[src/rtl/shift_result_display_pkg.sv]
// Shared constants for the shift-result display: segment codes and digit slot codes.
// Segment vectors are active-high, ordered {g,f,e,d,c,b,a}.
package shift_result_display_pkg;

  localparam int unsigned NumDigits = 4;

  // Every segment dark, before any output polarity is applied.
  localparam logic [6:0] SEG_BLANK = 7'h00;

  // Hex glyphs 0-9, A, b, C, d, E, F.
  localparam logic [6:0] SEG_HEX [16] = '{
    7'h3F, 7'h06, 7'h5B, 7'h4F, 7'h66, 7'h6D, 7'h7D, 7'h07,
    7'h7F, 7'h6F, 7'h77, 7'h7C, 7'h39, 7'h5E, 7'h79, 7'h71
  };

  // Which value each scan slot shows.
  typedef enum logic [1:0] {
    DigE   = 2'd0,
    DigB   = 2'd1,
    DigA   = 2'd2,
    DigCnt = 2'd3
  } digit_e;

endpackage

[src/rtl/shift_result_display_hex_to_7seg.sv]
// Combinational hex nibble to seven-segment decoder.
// The output is active-high; the top module applies the board polarity.
module shift_result_display_hex_to_7seg
  import shift_result_display_pkg::*;
(
  input  logic [3:0] hex_i,
  output logic [6:0] seg_o
);

  always_comb begin
    seg_o = SEG_HEX[hex_i];
  end

endmodule

[src/rtl/shift_result_display.sv]
// Captures shifter operands and result, then time-multiplexes E, B, A and a load count
// onto a 4-digit seven-segment display.
module shift_result_display
  import shift_result_display_pkg::*;
#(
  parameter int unsigned REFRESH_DIV    = 50000,
  parameter bit          SEG_ACTIVE_LOW = 1'b1
) (
  input  logic       clk,
  input  logic       rst_n,
  input  logic [3:0] a_i,
  input  logic [1:0] b_i,
  input  logic [3:0] e_i,
  input  logic       load_i,
  output logic [6:0] seg_o,
  output logic [3:0] an_o,
  output logic       valid_o
);

  localparam int unsigned DivW    = (REFRESH_DIV > 1) ? $clog2(REFRESH_DIV) : 1;
  localparam logic [DivW-1:0] DivLast = DivW'(REFRESH_DIV - 1);
  localparam logic [6:0] SegOff  = SEG_ACTIVE_LOW ? 7'h7F : 7'h00;
  localparam logic [3:0] AnOff   = SEG_ACTIVE_LOW ? 4'hF : 4'h0;

  logic [DivW-1:0] div_q, div_d;
  digit_e          idx_q, idx_d;
  logic [3:0]      a_q, a_d;
  logic [1:0]      b_q, b_d;
  logic [3:0]      e_q, e_d;
  logic [3:0]      cnt_q, cnt_d;
  logic            load_prev_q;
  logic            valid_q, valid_d;
  logic [6:0]      seg_q, seg_d;
  logic [3:0]      an_q, an_d;

  logic [3:0]      digit_val;
  logic [6:0]      glyph;
  logic [6:0]      seg_act;
  logic [3:0]      an_act;
  logic            blank;

  // Refresh divider and scan index.
  always_comb begin
    div_d = div_q;
    idx_d = idx_q;
    if (div_q == DivLast) begin
      div_d = '0;
      idx_d = digit_e'(idx_q + 2'd1);
    end else begin
      div_d = div_q + 1'b1;
    end
  end

  // Capture registers and rising-edge load counter.
  always_comb begin
    a_d     = a_q;
    b_d     = b_q;
    e_d     = e_q;
    valid_d = valid_q;
    cnt_d   = cnt_q;
    if (load_i) begin
      a_d     = a_i;
      b_d     = b_i;
      e_d     = e_i;
      valid_d = 1'b1;
    end
    if (load_i && !load_prev_q) begin
      cnt_d = cnt_q + 4'd1;
    end
  end

  // Digit content selection for the slot currently being scanned.
  always_comb begin
    digit_val = '0;
    unique case (idx_q)
      DigE:    digit_val = e_q;
      DigB:    digit_val = {2'b00, b_q};
      DigA:    digit_val = a_q;
      DigCnt:  digit_val = cnt_q;
      default: digit_val = '0;
    endcase
  end

  shift_result_display_hex_to_7seg u_hex_to_7seg (
    .hex_i (digit_val),
    .seg_o (glyph)
  );

  // Operand digits stay dark until something has been captured; the count always shows.
  always_comb begin
    blank   = !valid_q && (idx_q != DigCnt);
    seg_act = blank ? SEG_BLANK : glyph;
    an_act  = 4'b0001 << idx_q;
    seg_d   = SEG_ACTIVE_LOW ? ~seg_act : seg_act;
    an_d    = SEG_ACTIVE_LOW ? ~an_act : an_act;
  end

  always_ff @(posedge clk) begin
    if (!rst_n) begin
      div_q       <= '0;
      idx_q       <= DigE;
      a_q         <= '0;
      b_q         <= '0;
      e_q         <= '0;
      cnt_q       <= '0;
      load_prev_q <= 1'b0;
      valid_q     <= 1'b0;
      seg_q       <= SegOff;
      an_q        <= AnOff;
    end else begin
      div_q       <= div_d;
      idx_q       <= idx_d;
      a_q         <= a_d;
      b_q         <= b_d;
      e_q         <= e_d;
      cnt_q       <= cnt_d;
      load_prev_q <= load_i;
      valid_q     <= valid_d;
      seg_q       <= seg_d;
      an_q        <= an_d;
    end
  end

  assign seg_o   = seg_q;
  assign an_o    = an_q;
  assign valid_o = valid_q;

endmodule
[config.mk]
export PLATFORM = sky130hd
export DESIGN_NAME = shift_result_display
export DESIGN_NICKNAME = d
export VERILOG_FILES = /design/src/rtl/shift_result_display_pkg.sv /design/src/rtl/shift_result_display_hex_to_7seg.sv /design/src/rtl/shift_result_display.sv
export SDC_FILE = /design/constraint.sdc
export NUM_CORES = 1
export LEC_CHECK = 0
export CORE_MARGIN = 2
export CORE_UTILIZATION = 55
export DETAILED_ROUTE_END_ITERATION = 12
export GPL_TIMING_DRIVEN = 0
export PLACE_DENSITY = 0.78
export SYNTH_ARGS = -nofsm -noshare
export SYNTH_HDL_FRONTEND = slang
export SYNTH_SLANG_ARGS = --single-unit
export TNS_END_PERCENT = 10
[constraint.sdc]
create_clock -name clk -period 3.05 [get_ports clk]
set_input_delay 0.305 -clock clk [delete_from_list [all_inputs] [get_ports clk]]
set_output_delay 0.305 -clock clk [all_outputs]
set_load 0.05 [all_outputs]
=== Yosys cells after proc, flatten, opt, wreduce, memory -nomap -nowiden ===
Memory sizes are Yosys's and may differ from the RTL's.
Index checks and enable logic that the tools add are counted.

* Register bits after elaboration: 45
* ROM bits: 112
* Input port bits: 13
* Output and inout bits: 12
* Memories: 1

* Add/subtract/negate cells: 3
* Magnitude comparators: 1
* Eq/ne operators: 5
* Shift-type cells: 1
* Muxes and demuxes: 4
* Bitwise operators: 4
* Reductions and logical operators: 6

{| class="wikitable"
|+ Memory list
! memory !! words !! width !! read ports !! clocked after memory_dff !! wr ports !! RTL line !! source
|-
| (no name shown) || 16 || 7 || 1 || 0 || 0 || shift_result_display_hex_to_7seg.sv:11 || <nowiki>seg_o = SEG_HEX[hex_i];</nowiki>
|}

{| class="wikitable"
|+ Operators by type and width
! kind !! number
|-
| 2-to-1 mux 7 bit || 3
|-
| adder 16 x 1 -> 16 bit, second input constant || 1
|-
| == test 16 bit, second input constant || 1
|-
| case mux 4 bit (4 select lines) || 1
|-
| NOT 7 bit || 1
|-
| >= comparator 5 bit, second input constant || 1
|-
| NOT 4 -> 5 bit || 1
|-
| adder 4 x 1 -> 4 bit, second input constant || 1
|-
| == test 2 bit, second input constant || 2
|-
| NOT 4 bit || 1
|-
| << shifter 1 x 2 -> 4 bit, first input constant || 1
|-
| adder 2 x 1 -> 2 bit, second input constant || 1
|-
| == test 2 x 1 -> 1 bit, second input constant || 1
|-
| logical AND 1 bit || 2
|-
| logical NOT 1 bit || 2
|-
| logical NOT 2 bit || 1
|-
| != test 2 bit, second input constant || 1
|-
| OR reduction 2 bit || 1
|-
| NOT 1 bit || 1
|}

=== Longest topological paths before layout ===
Gate-level depths: netlist of the first run.

* Depth in word-level cells: 8
* Gate-level depth with buffers: 9

=== Cells and area by module ===
Synthesis of the first run repeated with hierarchy kept, for this count alone.

* Cells, all modules: 212
* Area, all modules: 2079.5 µm²

{| class="wikitable"
|+ By module, submodules not included
! module !! instances !! cells each !! area each (µm²) !! seq. area each (µm²)
|-
| shift_result_display || 1 || 179 || 1789.2 || 900.9
|-
| shift_result_display_hex_to_7seg || 1 || 33 || 290.3 || 0.0
|}

=== Worst setup path before layout of the first run ===
Ideal clock, no wire load.

* Path type: register to register
* Start point: reg idx_q[0]
* End point: reg seg_q[3] (netlist: seg_o[3])
* Setup time: 0.134 ns
* Data arrival time: 2.000 ns
* Data required time: 2.916 ns
* Slack: 0.916 ns
* Cell stages (with the launch flop): 9
* Path buffers: 0
* Period minus slack after synthesis: 2.134 ns
* Cell sequence: dfxtp_1 ha_1 a222oi_1 mux2i_1 inv_1 ha_1 o21a_1 a2111oi_0 a31oi_1

* Cells in the longest elaborated chain, start to end: 8

{| class="wikitable"
|+ RTL lines
! element !! RTL line !! source
|-
| start: declaration || shift_result_display.sv:26 || <nowiki>digit_e idx_q, idx_d;</nowiki>
|-
| start signal: assignment || shift_result_display.sv:101 || <nowiki>idx_q <= DigE;</nowiki>
|-
| start signal: assignment || shift_result_display.sv:112 || <nowiki>idx_q <= idx_d;</nowiki>
|-
| == test 2 bit (tied with other cells) || shift_result_display.sv:75 || <nowiki>unique case (idx_q)</nowiki>
|-
| case mux 4 bit (4 select lines) || shift_result_display.sv:75 ||
|-
| NOT 4 -> 5 bit (not written as such) || shift_result_display_hex_to_7seg.sv:11 ||
|-
| memory (16 x 7 bit) || -- ||
|-
| 2-to-1 mux 7 bit (not written as such) (2 in a row) || shift_result_display_hex_to_7seg.sv:11 ||
|-
| 2-to-1 mux 7 bit * || shift_result_display.sv:92 || <nowiki>seg_act = blank ? SEG_BLANK : glyph;</nowiki>
|-
| NOT 7 bit * || shift_result_display.sv:94 || <nowiki>seg_d = SEG_ACTIVE_LOW ? ~seg_act : seg_act;</nowiki>
|-
| end signal: assignment || shift_result_display.sv:108 || <nowiki>seg_q <= SegOff;</nowiki>
|-
| end signal: assignment || shift_result_display.sv:119 || <nowiki>seg_q <= seg_d;</nowiki>
|-
| end: declaration || shift_result_display.sv:33 || <nowiki>logic [6:0] seg_q, seg_d;</nowiki>
|}

Mark *: on every way between the ends. The rest lies on a longest branch, timed or not. The select of a mux whose other input is x is not followed.
A chain may end at the register's enable or synchronous reset.

=== Final worst setup path of the first run ===
Ends and elaborated chain as after synthesis.

==> results of run 1 <==
-- area by class of cell --
cell class	instances	share of cell area, %
multi-input cells	145	44.5
flip-flops and latches	45	36.5
repair buffers	24	9.74
clock buffers	6	3.35
well taps	48	2.43
plain buffers	8	1.98
inverters	6	0.913
clock inverters	2	0.558
-- critical path, delay by kind of cell (launching register included) --
kind,cells,cell delay [ps]
AO/OA/AOI/OAI,4,740
buffers and inverters,1,200
adder cells (fa/ha/maj),2,690
flip-flops,1,400
multiplexers,1,460
-- report_power, final --
| part | total, mW | internal (mW) | switching [mW] |
|---|---|---|---|
| Sequential | 0.621 | 0.609 | 0.0125 |
| Combinational | 0.134 | 0.0606 | 0.0736 |
| Clock | 0.373 | 0.183 | 0.189 |
| Total | 1.13 | 0.853 | 0.275 |
-- stage by stage --
step	worst slack (ps)	cells	util (%)
global placement	478	276	65.3
finish	414	284	67.9
CTS	450	284	67.9
floorplan	916	204	-
global route	164	284	67.9
detailed placement	485	276	65.3
-- cell families (layout without fill, tap and decap cells) --
logic type / count (synthesis) / count (layout)
AOI/OAI and AO/OA: 22 / 22
xor gates and xnor gates: 17 / 17
adders and majority gates: 13 / 13
buffers and inverters: 14 / 46
DFF: 45 / 45
muxes: 18 / 18
and+or+nand+nor: 75 / 75
-- registers in the layout, summed over array words and instances (netlist names) --
name / count
div_q: 16
seg_o: 7
a_q: 4
an_o: 4
cnt_q: 4
e_q: 4
b_q: 2
idx_q: 2
load_prev_q: 1
valid_o: 1
-- layer usage --
metal  GRT usage, %  vias to the layer above
li1               -                      781
met2           31.5                       24
met5              0                        -
met3           5.65                        7
met1           22.0                      721
met4           8.59                        0
-- how the worst min path moves through the flow --
stage / startpoint / to / slack, ps / cells after the start
after detailed placement: div_q[15] / div_q[15] / 470 / 2
after global routing: div_q[0] / div_q[0] / 510 / 1
after floorplan: div_q[0] / div_q[0] / 430 / 1
after global placement: div_q[0] / div_q[0] / 450 / 1
final: div_q[0] / div_q[0] / 480 / 1
after CTS: div_q[0] / div_q[0] / 490 / 1
-- layout by cell type, fill, tap and decap left out, drive strengths merged, types with 2 or more instances in the layout --
cell,n
o221ai,3
buf,6
nand2,12
nand4,6
ha,13
nor4bb,2
and4,3
or3,2
mux2i,18
clkbuf,8
o21a,3
nor2b,13
clkdlybuf4s50,24
o21ai,3
a21oi,2
nor2,14
and3,3
and2,7
dfxtp,45
nand3,9
a2111oi,2
a222oi,2
xor2,12
inv,6
clkinv,2
xnor2,5
==> reports/qor.yml, run 1 <==
status: "complete, no violations"
postCtsSetupBuffers: 0
synthArstFlopShare_pct: 0
hold_violations: 0
synthMuxAreaShare_pct: 8.70
slew_violations: 0
num-fill-cells: 311
cts.path.max_buffers: 2
final_layout_size_suffix_gt1_share_pct: 7.63
tns_ps: 0
worst-setup-path-type: "flip-flop to flip-flop"
synth_compound_gate_area_share_pct: 9.18
cts_tree: "built"
p_leak_nw: 0.998
cts.htree.levels: 2
coreArea_sq_um: 3630
critPathArrivalTime_ps: 2790
maxSlewHeadroom_pct: 61.4
hold-worst-slack_ps: 485
avgSynthCellArea_sq_um: 10.2
first_pass_iters: 4
wl_met1_mm: 1.67
synth_most_common_cell: "dfxtp_1"
crit_chain: "ha_1, a222oi_1, mux2i_1, inv_1, ha_1, o21a_1, a2111oi_0, a31oi_1"
yosysTopAreaCellShare_pct: 43.5
finalWirelength_mm: 3.55
grt_pass1_wl_mm: 6.15
io_pins: 25
synth_top_family_by_area: "simple AND/OR/NAND/NOR gates"
synth-adder-area-share_pct: 7.85
seqCellArea_sq_um: 901
cp.required_ps: 3210
synth_cells: 204
gr-total-overflow: 0
ctsResizeCount: 0
syn2layout_area_growth_pct: 19.2
ys.flop_type: "dfxtp_1"
antenna_left: 0
synth_simple_gate_area_share_pct: 20.1
finalClockSkew_ps: 10.3
crit_path_start: "idx_q[0]"
port_buffers: 24
ir_drop_v: 0.000283
post-route-drc-count: 0
rsz0062_at_grt: "no"
cts.reportedPaths.clkPinSlew_ps: 80
drt_iter0_markers: 111
die_x_um: 65.4
wire_per_inst_um: 12.5
grt_max_degree: 15
grtUsageTotal_pct: 18.8
hold_class: "flip-flop to flip-flop"
yosysSeqAreaShare_pct: 43.5
cts_buffers: 5
synth_cell_types: 39
highest_layer: "met4"
clock_sinks: 45
die_area_sq_um: 4270
rr_worst_depth: 8
placed_cell_area_sq_um: 2370
num_rows: 22
dr_wl_met3_um: 126
p_per_area_nw_per_um2: 457
fin_area_sq_um: 2470
setup_viol: 0
endpoint_kind: "flip-flop"
cts_root_buf: "clkbuf_8"
netlist_top_cells_count: "dfxtp_1, mux2i_1, ha_1, nor2_1, nor2b_1"
maxCapViolCount: 0
grt_pass1_vias: 1415
place_congestion: 0.840
timing.rr.start: "idx_q[0]"
clkLatencyLatePin_ps: 290
critPathSlowestCell: "mux2i_1"
slowest_delay_ps: 460
nNetsFinal: 261
synthTopCellsByArea: "dfxtp_1, mux2i_1, ha_1, xor2_1, nor2b_1"
synth_seq_cells: 45
critPathLaunchType: "flip-flop"
worstSetupEndpoint: "seg_o[3]"
crit_path_frequent_cell: "ha_1"
synth_edf_count: 0
synth_top_area_cell: "dfxtp_1"
dr_wl_met2_mm: 1.67
r2r_end: "seg_o[3]"
synth_xor_area_share_pct: 7.19
yosys_warnings: 0
fin_crit_sh_pct: 86.4
fin_crit_ps: 2640
syn_nets: 230
antenna_found_initial: 0
multi_input_area_sq_um: 1100
hpwl_mm: 2.59
timing.fmax_ghz: 0.379
r2r_setup_slack_ps: 410
vias: 1533
routed_via_density: 5.40
die_height_um: 65.4
cts_hold_buf: 0
syn_area_sq_um: 2070
worst_slew_pin_slew_ps: 563
n_antenna_cell: 0
finalPower_mw: 1.13
crit_fanout: 7
start_util_pct: 57.0
Note: power is estimated with default switching activity, not from simulation.
==> run 2, diff against run 1 <==
- PLACE_DENSITY: 0.78 -> 0.79
==> reports/qor.yml, run 2 (same netlist as run 1, synthesis figures left out) <==
crit_path_frequent_cell: "ha_1"  # unchanged
antenna_left: 0  # unchanged
die_area_sq_um: 4270  # unchanged
maxSlewHeadroom_pct: 61.3  # was 61.4%
cts_root_buf: "clkbuf_8"  # unchanged
endpoint_kind: "flip-flop"  # unchanged
wire_per_inst_um: 12.6  # was 12.5 um
holdPathEnd: "div_q[0]"  # unchanged
slowest_delay_ps: 450  # was 460 ps
critPathArrivalTime_ps: 2820  # was 2790 ps
cpLargestDelayFamily: "compound AO/OA/AOI/OAI gates"  # unchanged
gr-total-overflow: 0  # unchanged
r2r_end: "seg_o[3]"  # unchanged
num-fill-cells: 315  # was 311
vias: 1515  # was 1533
syn2layout_area_growth_pct: 20.1  # was 19.2%
largest_reg_flops: 16  # unchanged
postCtsSetupBuffers: 0  # unchanged
critPathLaunchType: "flip-flop"  # unchanged
cts_buffers: 5  # unchanged
regMostFlops: "div_q"  # unchanged
maxCapViolCount: 0  # unchanged
hold_class: "flip-flop to flip-flop"  # unchanged
port_buffers: 24  # unchanged
n_antenna_cell: 0  # unchanged
fin_crit_ps: 2660  # was 2640 ps
die_x_um: 65.4  # unchanged
io_pins: 25  # unchanged
worst-setup-path-type: "flip-flop to flip-flop"  # unchanged
post-route-drc-count: 0  # unchanged
rr_worst_depth: 8  # unchanged
cts.reportedPaths.clkPinSlew_ps: 80  # about the same
slew_violations: 0  # unchanged
nNetsFinal: 261  # unchanged
place_congestion: 0.849  # was 0.840
crit_chain: "ha_1, a222oi_1, mux2i_1, inv_1, ha_1, o21a_1, a2111oi_0, a31oi_1"  # unchanged
critPathSlowestCell: "mux2i_1"  # unchanged
worst_slew_pin_slew_ps: 565  # was 563 ps
grt_pass1_wl_mm: 6.71  # was 6.15 mm
die_height_um: 65.4  # unchanged
crit_fanout: 7  # unchanged
cts_tree: "built"  # unchanged
grt_max_degree: 14  # was 15
ctsResizeCount: 0  # unchanged
coreArea_sq_um: 3630  # unchanged
finalWirelength_mm: 3.59  # was 3.55 mm
hpwl_mm: 2.61  # was 2.59 mm
ir_drop_v: 0.000330  # was 0.000283 V
final_cell_mix: "dfxtp_1, clkdlybuf4s50_1, mux2i_1"  # unchanged
final_cells: 284  # unchanged
r2r_setup_slack_ps: 390  # was 410 ps
timing.rr.start: "idx_q[0]"  # unchanged
start_util_pct: 57.0  # unchanged
fin_crit_sh_pct: 87.1  # was 86.4%
hold_path_depth: 1  # unchanged
routed_via_density: 5.33  # was 5.40
first_pass_iters: 4  # unchanged
dp.cells: 276  # unchanged
antenna_found_initial: 0  # unchanged
rsz0062_at_grt: "no"  # unchanged
cts.htree.levels: 2  # unchanged
p_leak_nw: 1.01  # was 0.998 nW
grt_pass1_vias: 1506  # was 1415
cp.required_ps: 3210  # about the same
hold_violations: 0  # unchanged
drt_iter0_markers: 65  # was 111
cts_hold_buf: 0  # unchanged
worstHoldStart: "div_q[0]"  # unchanged
num_rows: 22  # unchanged
timing.fmax_ghz: 0.376  # was 0.379 GHz
setup_viol: 0  # unchanged
critical_path_buf_inv_count: 1  # unchanged
finalClockSkew_ps: 9.67  # was 10.3 ps
final_layout_size_suffix_gt1_share_pct: 7.20  # was 7.63%
p_per_area_nw_per_um2: 488  # was 457 nW/um^2
status: "complete, no violations"  # unchanged
final_common_cell: "dfxtp_1"  # unchanged
grtUsageTotal_pct: 20.3  # was 18.8%
finalPower_mw: 1.21  # was 1.13 mW
clock_sinks: 45  # unchanged
tns_ps: 0  # unchanged
clkLatencyLatePin_ps: 300  # was 290 ps
cts.path.max_buffers: 2  # unchanged
-- run 2: area by class of cell --
class / count / area [sq um] / area share [%]
Multi-Input combinational cell: 145 / 1100 / 44.2
Buffer: 8 / 48.8 / 1.96
Clock buffer: 7 / 86.3 / 3.47
Tap cell: 48 / 60.1 / 2.41
Clock inverter: 1 / 30.0 / 1.21
Timing Repair Buffer: 24 / 240 / 9.66
Sequential cell: 45 / 901 / 36.2
Inverter: 6 / 22.5 / 0.905
-- run 2: report_power, final --
| part | switching [mW] | internal, mW | total [mW] | leakage (nW) |
|---|---|---|---|---|
| Sequential | 0.0126 | 0.609 | 0.622 | 0.368 |
| Combinational | 0.0740 | 0.0606 | 0.135 | 0.579 |
| Clock | 0.190 | 0.267 | 0.457 | 0.0585 |
| Total | 0.277 | 0.937 | 1.21 | 1.01 |
-- run 2: how the worst max path moves through the flow --
stage | from | end | slack (ps) | depth (start not counted)
4_1_cts | idx_q[0] | seg_o[3] | 410 | 8
3_5_place_dp | idx_q[0] | seg_o[3] | 450 | 8
6_report | idx_q[0] | seg_o[3] | 390 | 8
5_1_grt | idx_q[0] | seg_o[3] | 160 | 8
3_3_place_gp | idx_q[0] | seg_o[3] | 410 | 8
2_1_floorplan | idx_q[0] | seg_o[3] | 920 | 8
-- run 2: routing by layer --
layer / track usage [%] / routed length [um]
met5: 0 / 0
met4: 7.55 / 60
met3: 5.65 / 131
met2: 33.5 / 1680
met1: 25.3 / 1710
-- run 2: through the flow --
stage                     util, %  hold slack, ps  cell area (sq um)  worst slack [ps]
after global routing         68.5             536               2490               156
after CTS                    68.5             475               2490               411
final                        68.5             474               2490               393
after floorplan                 -             426               2070               916
after detailed placement     65.3             457               2370               449
after global placement       65.3             445               2370               414
